[src/rtl/uart_pkg.sv]
// Shared types and helpers for the UART transmit path.
package uart_pkg;

    typedef enum logic [2:0] {
        IDLE,
        START,
        DATA,
        PARITY,
        STOP
    } tx_state_t;

    localparam int UART_BYTE_BITS = 8;

    function automatic logic even_parity(input logic [UART_BYTE_BITS-1:0] b);
        return ^b;
    endfunction

endpackage

[src/rtl/uart_tx_if.sv]
// Valid/ready word handshake feeding the UART transmitter.
interface uart_tx_if #(
    parameter int DATA_WIDTH = 8
);
    logic                  in_valid;
    logic                  in_ready;
    logic [DATA_WIDTH-1:0] data_in;
    logic                  parity_per_byte;

    modport master (
        output in_valid,
        output data_in,
        output parity_per_byte,
        input  in_ready
    );

    modport slave (
        input  in_valid,
        input  data_in,
        input  parity_per_byte,
        output in_ready
    );
endinterface

[src/rtl/uart_tx.sv]
// UART serialiser: start, LSB-first data, even parity per byte or per word, stop.
module uart_tx
    import uart_pkg::*;
#(
    parameter int DATA_WIDTH = 8
) (
    input  logic      clk,
    input  logic      rst_n,
    uart_tx_if.slave  bus,
    output logic      tx_out,
    output logic      busy,
    output logic      done
);

    localparam int CW = $clog2(DATA_WIDTH) + 1;
    localparam logic [CW-1:0] LAST_BIT  = CW'(DATA_WIDTH - 1);
    localparam logic [CW-1:0] ALL_BITS  = CW'(DATA_WIDTH);
    localparam logic [2:0]    BYTE_LAST = 3'(UART_BYTE_BITS - 1);

    tx_state_t             state_q, state_n;
    logic [DATA_WIDTH-1:0] shift_q, shift_n;
    logic [CW-1:0]         bit_cnt_q, bit_cnt_n;
    logic [2:0]            byte_cnt_q, byte_cnt_n;
    logic                  acc_q, acc_n;
    logic                  ppb_q, ppb_n;
    logic                  tx_q, tx_n;
    logic                  accept;

    assign bus.in_ready = (state_q == IDLE) || (state_q == STOP);
    assign accept       = bus.in_valid && bus.in_ready;
    assign tx_out       = tx_q;
    assign busy         = (state_q != IDLE);
    assign done         = (state_q == STOP);

    always_comb begin
        state_n    = state_q;
        shift_n    = shift_q;
        bit_cnt_n  = bit_cnt_q;
        byte_cnt_n = byte_cnt_q;
        acc_n      = acc_q;
        ppb_n      = ppb_q;
        tx_n       = 1'b1;

        unique case (state_q)
            IDLE, STOP: state_n = accept ? START : IDLE;
            START:      state_n = DATA;
            DATA: begin
                bit_cnt_n  = bit_cnt_q + CW'(1);
                byte_cnt_n = byte_cnt_q + 3'd1;
                if ((ppb_q && byte_cnt_q == BYTE_LAST) || bit_cnt_q == LAST_BIT)
                    state_n = PARITY;
                else
                    state_n = DATA;
            end
            PARITY: begin
                byte_cnt_n = 3'd0;
                state_n    = (bit_cnt_q == ALL_BITS) ? STOP : DATA;
            end
            default: state_n = IDLE;
        endcase

        // tx_out is registered, so the line value is chosen for the state being entered
        case (state_n)
            START: begin
                tx_n       = 1'b0;
                shift_n    = bus.data_in;
                ppb_n      = bus.parity_per_byte;
                bit_cnt_n  = '0;
                byte_cnt_n = 3'd0;
                acc_n      = 1'b0;
            end
            DATA: begin
                tx_n    = shift_q[0];
                shift_n = shift_q >> 1;
                acc_n   = acc_q ^ shift_q[0];
            end
            PARITY: begin
                tx_n  = acc_q;
                acc_n = 1'b0;
            end
            default: tx_n = 1'b1;
        endcase
    end

    always_ff @(posedge clk or negedge rst_n) begin
        if (!rst_n) begin
            state_q    <= IDLE;
            shift_q    <= '0;
            bit_cnt_q  <= '0;
            byte_cnt_q <= 3'd0;
            acc_q      <= 1'b0;
            ppb_q      <= 1'b0;
            tx_q       <= 1'b1;
        end else begin
            state_q    <= state_n;
            shift_q    <= shift_n;
            bit_cnt_q  <= bit_cnt_n;
            byte_cnt_q <= byte_cnt_n;
            acc_q      <= acc_n;
            ppb_q      <= ppb_n;
            tx_q       <= tx_n;
        end
    end

endmodule

[src/flat_wrapper.sv]
// flat-port wrapper written by rule: the top's interface ports become plain ports
module uart_tx_flat import uart_pkg::*;
#(
    parameter int DATA_WIDTH = 8
)
  (clk, rst_n, tx_out, busy, done, bus_in_valid, bus_data_in, bus_parity_per_byte, bus_in_ready);
  uart_tx_if #(.DATA_WIDTH(DATA_WIDTH)) bus_i ();
  input  logic clk;
  input  logic rst_n;
  output logic tx_out;
  output logic busy;
  output logic done;
  input wire logic [$bits(bus_i.in_valid)-1:0] bus_in_valid;
  input wire logic [$bits(bus_i.data_in)-1:0] bus_data_in;
  input wire logic [$bits(bus_i.parity_per_byte)-1:0] bus_parity_per_byte;
  output wire logic [$bits(bus_i.in_ready)-1:0] bus_in_ready;
  assign bus_i.in_valid = bus_in_valid;
  assign bus_i.data_in = bus_data_in;
  assign bus_i.parity_per_byte = bus_parity_per_byte;
  assign bus_in_ready = bus_i.in_ready;
  uart_tx #(.DATA_WIDTH(DATA_WIDTH)) u_core (.clk(clk), .rst_n(rst_n), .bus(bus_i), .tx_out(tx_out), .busy(busy), .done(done));
endmodule
[config.mk]
export PLATFORM = sky130hd
export DESIGN_NAME = uart_tx_flat
export DESIGN_NICKNAME = d
export VERILOG_FILES = /design/src/rtl/uart_pkg.sv /design/src/rtl/uart_tx_if.sv /design/src/rtl/uart_tx.sv /design/src/flat_wrapper.sv
export SDC_FILE = /design/constraint.sdc
export NUM_CORES = 1
export LEC_CHECK = 0
export BUFFER_PORTS_ARGS = -buffer_cell sky130_fd_sc_hd__buf_2
export CELL_PAD_IN_SITES_DETAIL_PLACEMENT = 2
export CELL_PAD_IN_SITES_GLOBAL_PLACEMENT = 2
export CORE_MARGIN = 3
export CORE_UTILIZATION = 40
export CTS_CLUSTER_SIZE = 40
export DETAILED_ROUTE_END_ITERATION = 7
export GPL_ROUTABILITY_DRIVEN = 0
export GPL_TIMING_DRIVEN = 0
export PLACE_DENSITY = 0.89
export SYNTH_ARGS = -nofsm -noshare
export SYNTH_HDL_FRONTEND = slang
export SYNTH_SLANG_ARGS = --single-unit
[constraint.sdc]
create_clock -name clk -period 4.3 [get_ports clk]
set_input_delay 0.43 -clock clk [delete_from_list [all_inputs] [get_ports clk]]
set_output_delay 0.43 -clock clk [all_outputs]
set_load 0.005 [all_outputs]
==> results.tsv, run 1 <==
metric	value	unit
outcome	complete, no violations	
commonest non-fill, non-tap cell in the layout	dfrtp_1	
Clock Skew	7.00	ps
final setup fails	0	
setup_tns	0	ps
Vias	787	
DRT Pass-1 Iters	4	
vias in the first global route	874	
Hold WC Path Type	in -> async	
WL/cell	18.1	µm
pre-CTS setup slack	2280	ps
PwrDens	626	nW/µm²
hold buffer count at cts	0	
crit path from	u_core.bit_cnt_q[0]$_DFFE_PN0P_	
Synth Area per Inst	11.9	µm²
post-DP HPWL	2010	µm
I/O pin cnt	16	
global-route wire length before repair	4480	µm
Synth Cell Area	1150	µm²
top cell type by total area after synthesis	dfrtp_1	
WHS	53.3	ps
maximum clock path buffer count	2	
Final #Nets	133	
RSZ-0062 raised after global routing	false	
final setup margin	2270	ps
CP endpoint kind	flip-flop	
top-area cell type share of the netlist area	0.434	
Final Util	0.495	
via/cell ratio	5.39	
synthesized flop and latch total	21	
Post-Layout Cell Count	146	
PortBufs	15	
ant diodes	0	
RR Startpoint	u_core.bit_cnt_q[0]$_DFFE_PN0P_	
initial drt markers	20	
Critical Path End	u_core.shift_q[6]$_DFFE_PN0P_	
CTS Root Cell	clkbuf_4	
max_cap viols	0	
flop-to-flop setup slack	2270	ps
gr ovfl total	0	
Final Hold Viols	0	
Post-DRT Antenna Nets	0	
layout cells sized above 1	0.388	
Critical Path RT	4500	ps
Post-Place Cells	142	
total wire length	2640	µm
CP startpoint kind	flip-flop	
Die X	59.7	µm
final period utilization	0.473	
clk_lat worst skew	310	ps
TritonCTS Buffers	3	
row cnt	18	
reg2reg end	u_core.shift_q[6]$_DFFE_PN0P_	
Post-Syn Instances	97	
maximum VDD drop	338	µV
cell leakage power	0.675	nW
largest net degree at the start of global routing	22	
Yosys cell types	34	
critical path type	reg -> reg	
CTS HTree Levels	1	
core area	2610	µm²
crit-path max FO	8	
crit path DAT	2240	ps
Achievable Freq	492	MHz
Initial Util	0.442	
clk sinks	21	
antenna violations before repair	0	
R2R depth	7	
fin crit period	2030	ps
leading cell types in the layout, fill and taps excluded	20 x dfrtp_1, 16 x buf_2, 13 x nand2_1	
CTS resizes	0	
sequential cell area fraction in the yosys report	0.457	
Worst-Margin Slew	480	ps
Area Growth Syn to Fin	12.1	%
drt drc	0	
Slew Limit Fails	0	
CTS tree	done	
postcts setup bufs	0	
Die Span Y	59.7	µm
die area	3560	µm²
Slew headroom	0.680	
Syn Nets	113	
synth top area cells	dfrtp_1 43%, mux2_4 10%, mux2_2 5.9%	
overall routing resource usage	0.172	
clock slew at reported path FFs	120	ps
Warnings, synthesis	0	
==> critical path, cell delays in order, from the launching register on <==
cell and delay [ps]:
dfrtp_1 420, inv_1 60, ha_1 190, and3_4 190, a211oi_4 360, nor2b_2 220, buf_6 170, mux2_4 310
==> where the power goes <==
| part | internal, mW | total, mW | switching [mW] |
|---|---|---|---|
| Clock | 0.0348 | 0.0977 | 0.0629 |
| Combinational | 0.197 | 0.380 | 0.183 |
| Sequential | 0.270 | 0.332 | 0.0617 |
==> kinds of logic (layout without fill, tap and decap cells) <==
logic type               Yosys count  count (layout)  share of synthesized area
adder cells (fa/ha/maj)            4               4                     0.0434
XOR/XNOR                           3               3                     0.0228
multiplexers                      16              16                      0.180
buffers and inverters              6              25                     0.0401
AO/OA/AOI/OAI                     12              12                     0.0835
AND/OR/NAND/NOR                   35              35                      0.174
flip-flops                        21              21                      0.457
==> Yosys cell counts <==
cell type	number
or2_2	1
nor2_1	6
nor3b_4	1
and3_4	1
a21boi_2	1
buf_6	3
a21boi_0	1
nor3_1	1
dfrtp_1	20
nand2b_1	1
nand3b_1	1
mux2_2	6
inv_1	2
nand3_1	1
mux2i_1	2
mux2_4	8
nor2b_1	1
xnor2_1	1
xor2_1	2
a22o_1	2
nand4_1	1
a211oi_4	1
o21ba_1	1
buf_2	1
and2_1	2
o21ai_0	4
a21oi_1	2
ha_1	4
nand2_1	13
nor2_4	1
dfstp_2	1
or3_1	1
nor2b_2	1
and3b_1	2
==> area by class of cell <==
cell class / count / area [µm²]
fillers: 276 / 1320
multi-input cells: 70 / 581
flip-flops and latches: 21 / 527
repair buffers: 15 / 75.1
plain buffers: 4 / 38.8
well taps: 30 / 37.5
clock buffers: 3 / 22.5
inverters: 2 / 7.51
clock inverters: 1 / 5.00
==> sequential cells by signal, indices dropped and copies added, names as in the netlist <==
signal and count:
u_core.acc_q 1, u_core.bit_cnt_q 4, u_core.byte_cnt_q 3, u_core.ppb_q 1
u_core.shift_q 8, u_core.state_q 3, u_core.tx_out 1
==> layer usage <==
| metal | vias to the layer above | share of wire | GRT usage |
|---|---|---|---|
| met2 | 10 | 0.57 | 0.324 |
| met5 | - | 0 | 0 |
| met4 | 0 | 0.0038 | 0.0190 |
| li1 | 366 | - | - |
| met1 | 409 | 0.40 | 0.206 |
| met3 | 2 | 0.027 | 0.0324 |
==> metrics by stage <==
step                      power [mW]  instance area, µm²
after floorplan                0.616                1150
after global placement         0.675                1270
after detailed placement       0.719                1270
after CTS                      0.823                1290
after global routing           0.887                1290
final                          0.809                1290
==> worst min path at each step <==
stage / start / endpoint / cells past startpoint
6_report: rst_n / u_core.state_q[0]$_DFF_PN0_ / 1
5_1_grt: rst_n / u_core.state_q[0]$_DFF_PN0_ / 1
4_1_cts: rst_n / u_core.byte_cnt_q[1]$_DFFE_PN0P_ / 1
3_5_place_dp: rst_n / u_core.byte_cnt_q[1]$_DFFE_PN0P_ / 1
3_3_place_gp: rst_n / u_core.byte_cnt_q[1]$_DFFE_PN0P_ / 1
2_1_floorplan: rst_n / u_core.acc_q$_DFFE_PN0P_ / 0
Note: power is estimated with default switching activity, not from simulation.
==> inputs of run 2 (changes only) <==
--- a/config.mk
+++ b/config.mk
@@ -5,16 +5,17 @@
 export SDC_FILE = /design/constraint.sdc
 export NUM_CORES = 1
 export LEC_CHECK = 0
+export ABC_AREA = 1
 export BUFFER_PORTS_ARGS = -buffer_cell sky130_fd_sc_hd__buf_2
 export CELL_PAD_IN_SITES_DETAIL_PLACEMENT = 2
 export CELL_PAD_IN_SITES_GLOBAL_PLACEMENT = 2
 export CORE_MARGIN = 3
-export CORE_UTILIZATION = 40
+export CORE_UTILIZATION = 33
 export CTS_CLUSTER_SIZE = 40
 export DETAILED_ROUTE_END_ITERATION = 7
 export GPL_ROUTABILITY_DRIVEN = 0
 export GPL_TIMING_DRIVEN = 0
-export PLACE_DENSITY = 0.89
+export PLACE_DENSITY = 0.83
 export SYNTH_ARGS = -nofsm -noshare
 export SYNTH_HDL_FRONTEND = slang
 export SYNTH_SLANG_ARGS = --single-unit
==> constraint.sdc (replaced) <==
create_clock -name clk -period 2 [get_ports clk]
set_input_delay 0.2 -clock clk [delete_from_list [all_inputs] [get_ports clk]]
set_output_delay 0.2 -clock clk [all_outputs]
set_load 0.005 [all_outputs]
==> run 2 against run 1 <==
  * Combinational power increased to 3.0 times the previous value
  * Critical endpoint unchanged
  * Sequential share of layout area fell by 0.20 points
  * Synthesized cell count is 32% higher
  * Utilization decreased by 8.3 points
  * Final area grew 0.48%
  * Routed wire length up 5.9%
  * Cell count rose by 32%
  * Critical path type unchanged
  * Via count increased by 18%
  * Hold slack improved by 33 ps
==> results.tsv, run 2 <==
metric	value	unit	change
antenna violations before repair	0		unchanged
Post-Synth XOR/XNOR Area	0.0232		+0.000402
CTS HTree Levels	1		unchanged
Clock Skew	7.45	ps	+0.455 ps
maximum VDD drop	438	µV	+29%
critical path type	reg -> reg		
leading cell types in the layout, fill and taps excluded	24 x nand3_1, 23 x nand2_1, 20 x dfrtp_1		
via/cell ratio	4.85		-10%
final period utilization	0.823		+0.350
Initial Util	0.360		-0.0820
WL/cell	14.6	µm	-19%
maximum clock path buffer count	2		unchanged
Area Growth Syn to Fin	14.7	%	
most numerous cell in the Yosys netlist	nand3_1		
Die X	64.6	µm	+8.2%
most frequent cells after synthesis	24 x nand3_1, 23 x nand2_1, 20 x dfrtp_1, 17 x inv_1, 9 x nor2_1		
CTS Root Cell	clkbuf_4		
pre-CTS setup slack	365	ps	-1920 ps
I/O pin cnt	16		unchanged
Die Span Y	64.6	µm	+8.2%
clock slew at reported path FFs	130	ps	about the same
global-route wire length before repair	4810	µm	+7.4%
PortBufs	15		unchanged
row cnt	20		+2
Final #Nets	165		+24%
Hold WC Path Type	in -> reg		
ant diodes	0		unchanged
Tot Pwr	2.15	mW	+170%
PwrDens	1660	nW/µm²	+160%
final setup fails	0		unchanged
vias in the first global route	1016		+16%
Critical Path RT	2270	ps	-2230 ps
synthesized flop and latch total	21		unchanged
Worst-Margin Slew	493	ps	+13.1 ps
Final Hold Viols	0		unchanged
largest net degree at the start of global routing	22		unchanged
die area	4170	µm²	+17%
Post-synth EDFFs	0		unchanged
initial drt markers	38		+90%
top-area cell type share of the netlist area	0.442		+0.00766
total wire length	2800	µm	+5.9%
Yosys cell types	21		-38%
sequential cell area fraction in the yosys report	0.465		+0.00806
area of the multi-input gates	509	µm²	-12%
largest family of logic cells by synthesized area	simple AND/OR/NAND/NOR gates		
final setup margin	353	ps	-1910 ps
cell leakage power	0.683	nW	+1.2%
Synth Area in Compound Gates	0.0508		-0.0327
clk sinks	21		unchanged
Post-DRT Antenna Nets	0		unchanged
Post-Syn Instances	128		+32%
postcts setup bufs	0		unchanged
Top reg by flops	u_core.shift_q		
async set-or-reset flop fraction in the synthesized netlist	1.00		unchanged
commonest non-fill, non-tap cell in the layout	nand3_1		
TritonCTS Buffers	3		unchanged
sequential cell area	527	µm²	unchanged
RSZ-0062 raised after global routing	false		
layout cells sized above 1	0.230		-0.158
DRT Pass-1 Iters	4		unchanged
Warnings, synthesis	0		unchanged
ys flop type	dfrtp_1		
Synth Cell Area	1130	µm²	-1.7%
max reg flops	8		unchanged
CP startpoint kind	flip-flop		
Vias	931		+18%
Synth Area in Adders	0.0442		+0.000766
crit-path max FO	10		+2
Achievable Freq	607	MHz	+24%
CTS resizes	0		unchanged
gr ovfl total	0		unchanged
Largest regs	u_core.shift_q (8), u_core.bit_cnt_q (4)		
top cell type by total area after synthesis	dfrtp_1		
max_cap viols	0		unchanged
Slew Limit Fails	0		unchanged
CTS tree	done		
overall routing resource usage	0.153		-0.0190
Slew headroom	0.671		-0.00875
CP endpoint kind	flip-flop		
Syn Nets	144		+27%
fin crit period	1650	ps	-388 ps
clk_lat worst skew	320	ps	about the same
core area	3150	µm²	+21%
synth top area cells	dfrtp_1 44%, nand3_1 11%, nand2_1 7.6%		
Synth Area per Inst	8.86	µm²	-26%
fillers	379		+37%
post-DP HPWL	2150	µm	+7.3%
fraction of synthesized area in multiplexers	0		-0.180
drt drc	0		unchanged
Post-Synth Simple-Gate Area	0.331		+0.158
crit path DAT	1910	ps	-330 ps
setup_tns	0	ps	unchanged
outcome	complete, no violations		
## run 2: changes by cell type after synthesis, sizes merged, moves of 5 or more
cell | previous run | this run
nand3 | 1 | 24
inv | 2 | 20
nand2 | 13 | 30
mux2 | 14 | 0
nor2 | 7 | 12
## run 2: final cells by class
cell class              instances  area share
clock buffers                   4      0.0202
inverters                      20      0.0577
multi-input cells              85       0.392
flip-flops and latches         21       0.405
well taps                      44      0.0423
repair buffers                 16      0.0654
plain buffers                   2      0.0173
## run 2: critical path, cell delays in order, from the launching register on
cell and delay, ps:
dfrtp_1 410, ha_1 210, ha_1 180, nand2_1 70
nand2_1 100, nand2_4 150, nand2_8 80, buf_6 150
nand2_1 60, nand3_1 90, nand2_1 80
## run 2: cells by family after synthesis
kind of cell	count (synthesis)
adders and majority gates	4
DFF	21
buffers and inverters	22
and+or+nand+nor	69
xor gates and xnor gates	3
AOI/OAI and AO/OA	9
## run 2: repair_timing
| item | CTS | global route |
|---|---|---|
| setup endpoints to repair | 0 | 0 |
| hold buffers | 1 | 0 |
| endpoints found under the hold margin | 20 | 0 |
## run 2: per-layer routing
metal / share of wire / up-vias / routed length [µm] / global-route usage
li1: - / 450 / - / -
met1: 0.42 / 466 / 1170 / 0.181
met5: 0 / - / 0 / 0
met3: 0.025 / 4 / 71 / 0.0208
met4: 0.015 / 0 / 42 / 0.0712
met2: 0.54 / 11 / 1520 / 0.272
## run 2: power by group
group	total [mW]	switching, mW	internal, mW	leakage [nW]
registers	0.783	0.144	0.639	0.257
logic	1.15	0.703	0.449	0.412
clock network	0.218	0.140	0.0781	0.0150
total	2.15	0.986	1.17	0.683
## run 2: final timing paths
path / from / endpoint / slack [ps] / cells past startpoint
min in group asynchronous: rst_n / u_core.byte_cnt_q[2]$_DFFE_PN0P_ / 380 / 2
worst min register to register: u_core.state_q[2]$_DFF_PN0_ / u_core.state_q[2]$_DFF_PN0_ / 470 / 1
max in group asynchronous: rst_n / u_core.tx_out$_DFF_PN1_ / 1270 / 2
worst max-delay path: u_core.byte_cnt_q[0]$_DFFE_PN0P_ / u_core.shift_q[6]$_DFFE_PN0P_ / 350 / 10
worst max register to register: u_core.byte_cnt_q[0]$_DFFE_PN0P_ / u_core.shift_q[6]$_DFFE_PN0P_ / 350 / 10
worst min-delay path: bus_parity_per_byte / u_core.ppb_q$_DFFE_PN0N_ / 90 / 3
## run 2: metrics by stage
stage | hold slack, ps | util | cells | area (µm²)
global route | 70.7 | 0.412 | 192 | 1300
finish | 86.0 | 0.412 | 192 | 1300
global placement | 194 | 0.401 | 187 | 1260
CTS | 82.7 | 0.412 | 192 | 1300
detailed placement | 195 | 0.401 | 187 | 1260
floorplan | -95.6 | - | 128 | 1130
==> inputs of run 3 (changes only) <==
==> constraint.sdc (replaced) <==
create_clock -name clk -period 1.6 [get_ports clk]
set_input_delay 0.16 -clock clk [delete_from_list [all_inputs] [get_ports clk]]
set_output_delay 0.16 -clock clk [all_outputs]
set_load 0.005 [all_outputs]
==> run 3 against run 2 <==
  * Clock skew up 0.59 ps
  * Hold slack worse by 37 ps
  * Routed wire length up 23%
  * Register-to-register slack worse by 350 ps
  * Sequential share of layout area down 3.0 points
  * Clock-buffer cell count unchanged
  * Largest cell class unchanged
  * Largest power group unchanged
  * Highest routed layer unchanged
==> results.tsv, run 3 (synthesis results as in run 2) <==
metric	value	unit	change
Crit path top cell by count	nand2_1		
gr ovfl total	0		unchanged
Slew headroom	0.659		-0.0124
WL/cell	17.1	µm	+17%
max reg flops	8		unchanged
Final Util	0.445		+0.0329
Clock Skew	8.04	ps	+0.587 ps
overall routing resource usage	0.157		+0.00440
cell leakage power	0.729	nW	+6.6%
Tot Pwr	3.10	mW	+44%
Die Span Y	64.6	µm	unchanged
leading cell types in the layout, fill and taps excluded	23 x nand3_1, 21 x nand2_1, 20 x dfrtp_1		
CP Cell Sequence	inv_2, nand2_2, nor2_4, nand2_4, buf_4, nand2_1, inv_1, nand3_1, nand2_1		
critical path's largest stage delay	410	ps	about the same
antenna violations before repair	0		unchanged
post-place instance area	1260	µm²	unchanged
PwrDens	2210	nW/µm²	+34%
clk sinks	21		unchanged
Largest regs	u_core.shift_q (8), u_core.bit_cnt_q (4)		
Critical Path RT	1820	ps	-450 ps
crit-path max FO	6		-4
Area Growth Syn to Fin	23.8	%	
Post-DRT Antenna Nets	0		unchanged
DRT Pass-1 Iters	4		unchanged
WHS	49.4	ps	-36.6 ps
commonest non-fill, non-tap cell in the layout	nand3_1		
critical path's slowest cell	dfrtp_1		
vias in the first global route	1042		+2.6%
routed length on met1	1380	µm	+18%
Post-Layout Cell Count	201		+4.7%
CTS Root Cell	clkbuf_4		
maximum VDD drop	562	µV	+28%
pre-CTS setup slack	-35.1	ps	-400 ps
Hold WC Path Type	in -> reg		
ant diodes	0		unchanged
RSZ-0062 raised after global routing	true		
PortBufs	15		unchanged
TritonCTS Buffers	3		unchanged
I/O pin cnt	16		unchanged
Final Hold Viols	0		unchanged
top layer reached by signal wires	met4		
CTS tree	done		
CP startpoint kind	flip-flop		
clock slew at reported path FFs	120	ps	about the same
Top reg by flops	u_core.shift_q		
max_cap viols	0		unchanged
crit path DAT	1810	ps	-100 ps
initial drt markers	26		-32%
Post-Place Cells	187		unchanged
die area	4170	µm²	unchanged
row cnt	20		unchanged
Final #Nets	174		+5.5%
delay-heaviest family, CP	simple AND/OR/NAND/NOR gates		
total wire length	3440	µm	+23%
clk_lat worst skew	310	ps	about the same
final setup margin	6.38	ps	-347 ps
final period utilization	0.996		+0.173
met3 routed WL	66	µm	-7.0%
fillers	366		-3.4%
final setup fails	0		unchanged
largest net degree at the start of global routing	22		unchanged
drt drc	0		unchanged
via/cell ratio	4.98		+2.7%
post-DP HPWL	2150	µm	unchanged
Achievable Freq	628	MHz	+3.3%
Slew Limit Fails	0		unchanged
maximum clock path buffer count	2		unchanged
core area	3150	µm²	unchanged
Worst-Margin Slew	512	ps	+18.6 ps
Initial Util	0.360		unchanged
design area	1400	µm²	+8.0%
CP endpoint kind	flip-flop		
Vias	1001		+7.5%
outcome	complete, no violations		
layout cells sized above 1	0.312		+0.0824
setup_tns	0	ps	unchanged
Critical path buffers and inverters	3		+2
fin crit period	1590	ps	-53.1 ps
flop-to-flop setup slack	6	ps	-350 ps
global-route wire length before repair	4950	µm	+2.9%
critical path type	reg -> reg		
CTS HTree Levels	1		unchanged
Die X	64.6	µm	unchanged
met2 wire len	1900	µm	+26%
[run 3: cell count changes in the layout (fill, tap and decap cells not counted)]
cell | before | now
buf_4 | 0 | 8
nand2_1 | 23 | 21
nand2_2 | 3 | 5
buf_6 | 2 | 1
buf_8 | 0 | 1
clkbuf_16 | 0 | 1
ha_1 | 4 | 3
ha_2 | 0 | 1
inv_1 | 17 | 16
inv_2 | 3 | 4
nand3_1 | 24 | 23
nand3_2 | 0 | 1
nor2_1 | 9 | 8
nor2_2 | 0 | 1
[run 3: area by class of cell]
type | instances | area (µm²) | share of cell area
Buffer | 2 | 26.3 | 0.0187
Clock buffer | 4 | 26.3 | 0.0187
Inverter | 20 | 75.1 | 0.0535
Multi-Input combinational cell | 85 | 524 | 0.373
Sequential cell | 21 | 527 | 0.375
Tap cell | 44 | 55.1 | 0.0392
Timing Repair Buffer | 25 | 170 | 0.121
[run 3: worst paths after layout]
path,start,to,cells past startpoint
worst max-delay path,u_core.state_q[2]$_DFF_PN0_,u_core.acc_q$_DFFE_PN0P_,9
worst min-delay path,bus_parity_per_byte,u_core.ppb_q$_DFFE_PN0N_,3
worst max register to register,u_core.state_q[2]$_DFF_PN0_,u_core.acc_q$_DFFE_PN0P_,9
worst min register to register,u_core.state_q[2]$_DFF_PN0_,u_core.state_q[2]$_DFF_PN0_,1
max in group asynchronous,rst_n,u_core.tx_out$_DFF_PN1_,2
min in group asynchronous,rst_n,u_core.byte_cnt_q[2]$_DFFE_PN0P_,2
[run 3: report_power, final]
group / switching [mW] / internal (mW) / total, mW / leakage (nW)
logic: 1.04 / 0.796 / 1.84 / 0.457
clock network: 0.171 / 0.0975 / 0.269 / 0.0150
registers: 0.200 / 0.799 / 0.999 / 0.257
[run 3: timing repair]
item / in CTS / in global routing
hold buffers: 1 / 0
resized for setup: 1 / 6
endpoints found under the hold margin: 20 / 0
buffers inserted: 3 / 5
setup endpoints to repair: 5 / 14
pin swaps: 1 / 5
gates cloned: 0 / 1
[run 3: worst reg2reg max path, stage by stage, from the launching register on]
cell	delay [ps]
dfrtp_1	410
inv_2	110
nand2_2	150
nor2_4	260
nand2_4	120
buf_4	160
nand2_1	70
inv_1	70
nand3_1	90
nand2_1	50
[run 3: routing by layer]
layer	vias to the layer above	GRT usage
met4	0	0.0712
met5	-	0
met2	18	0.289
met1	509	0.180
li1	467	-
met3	7	0.0208
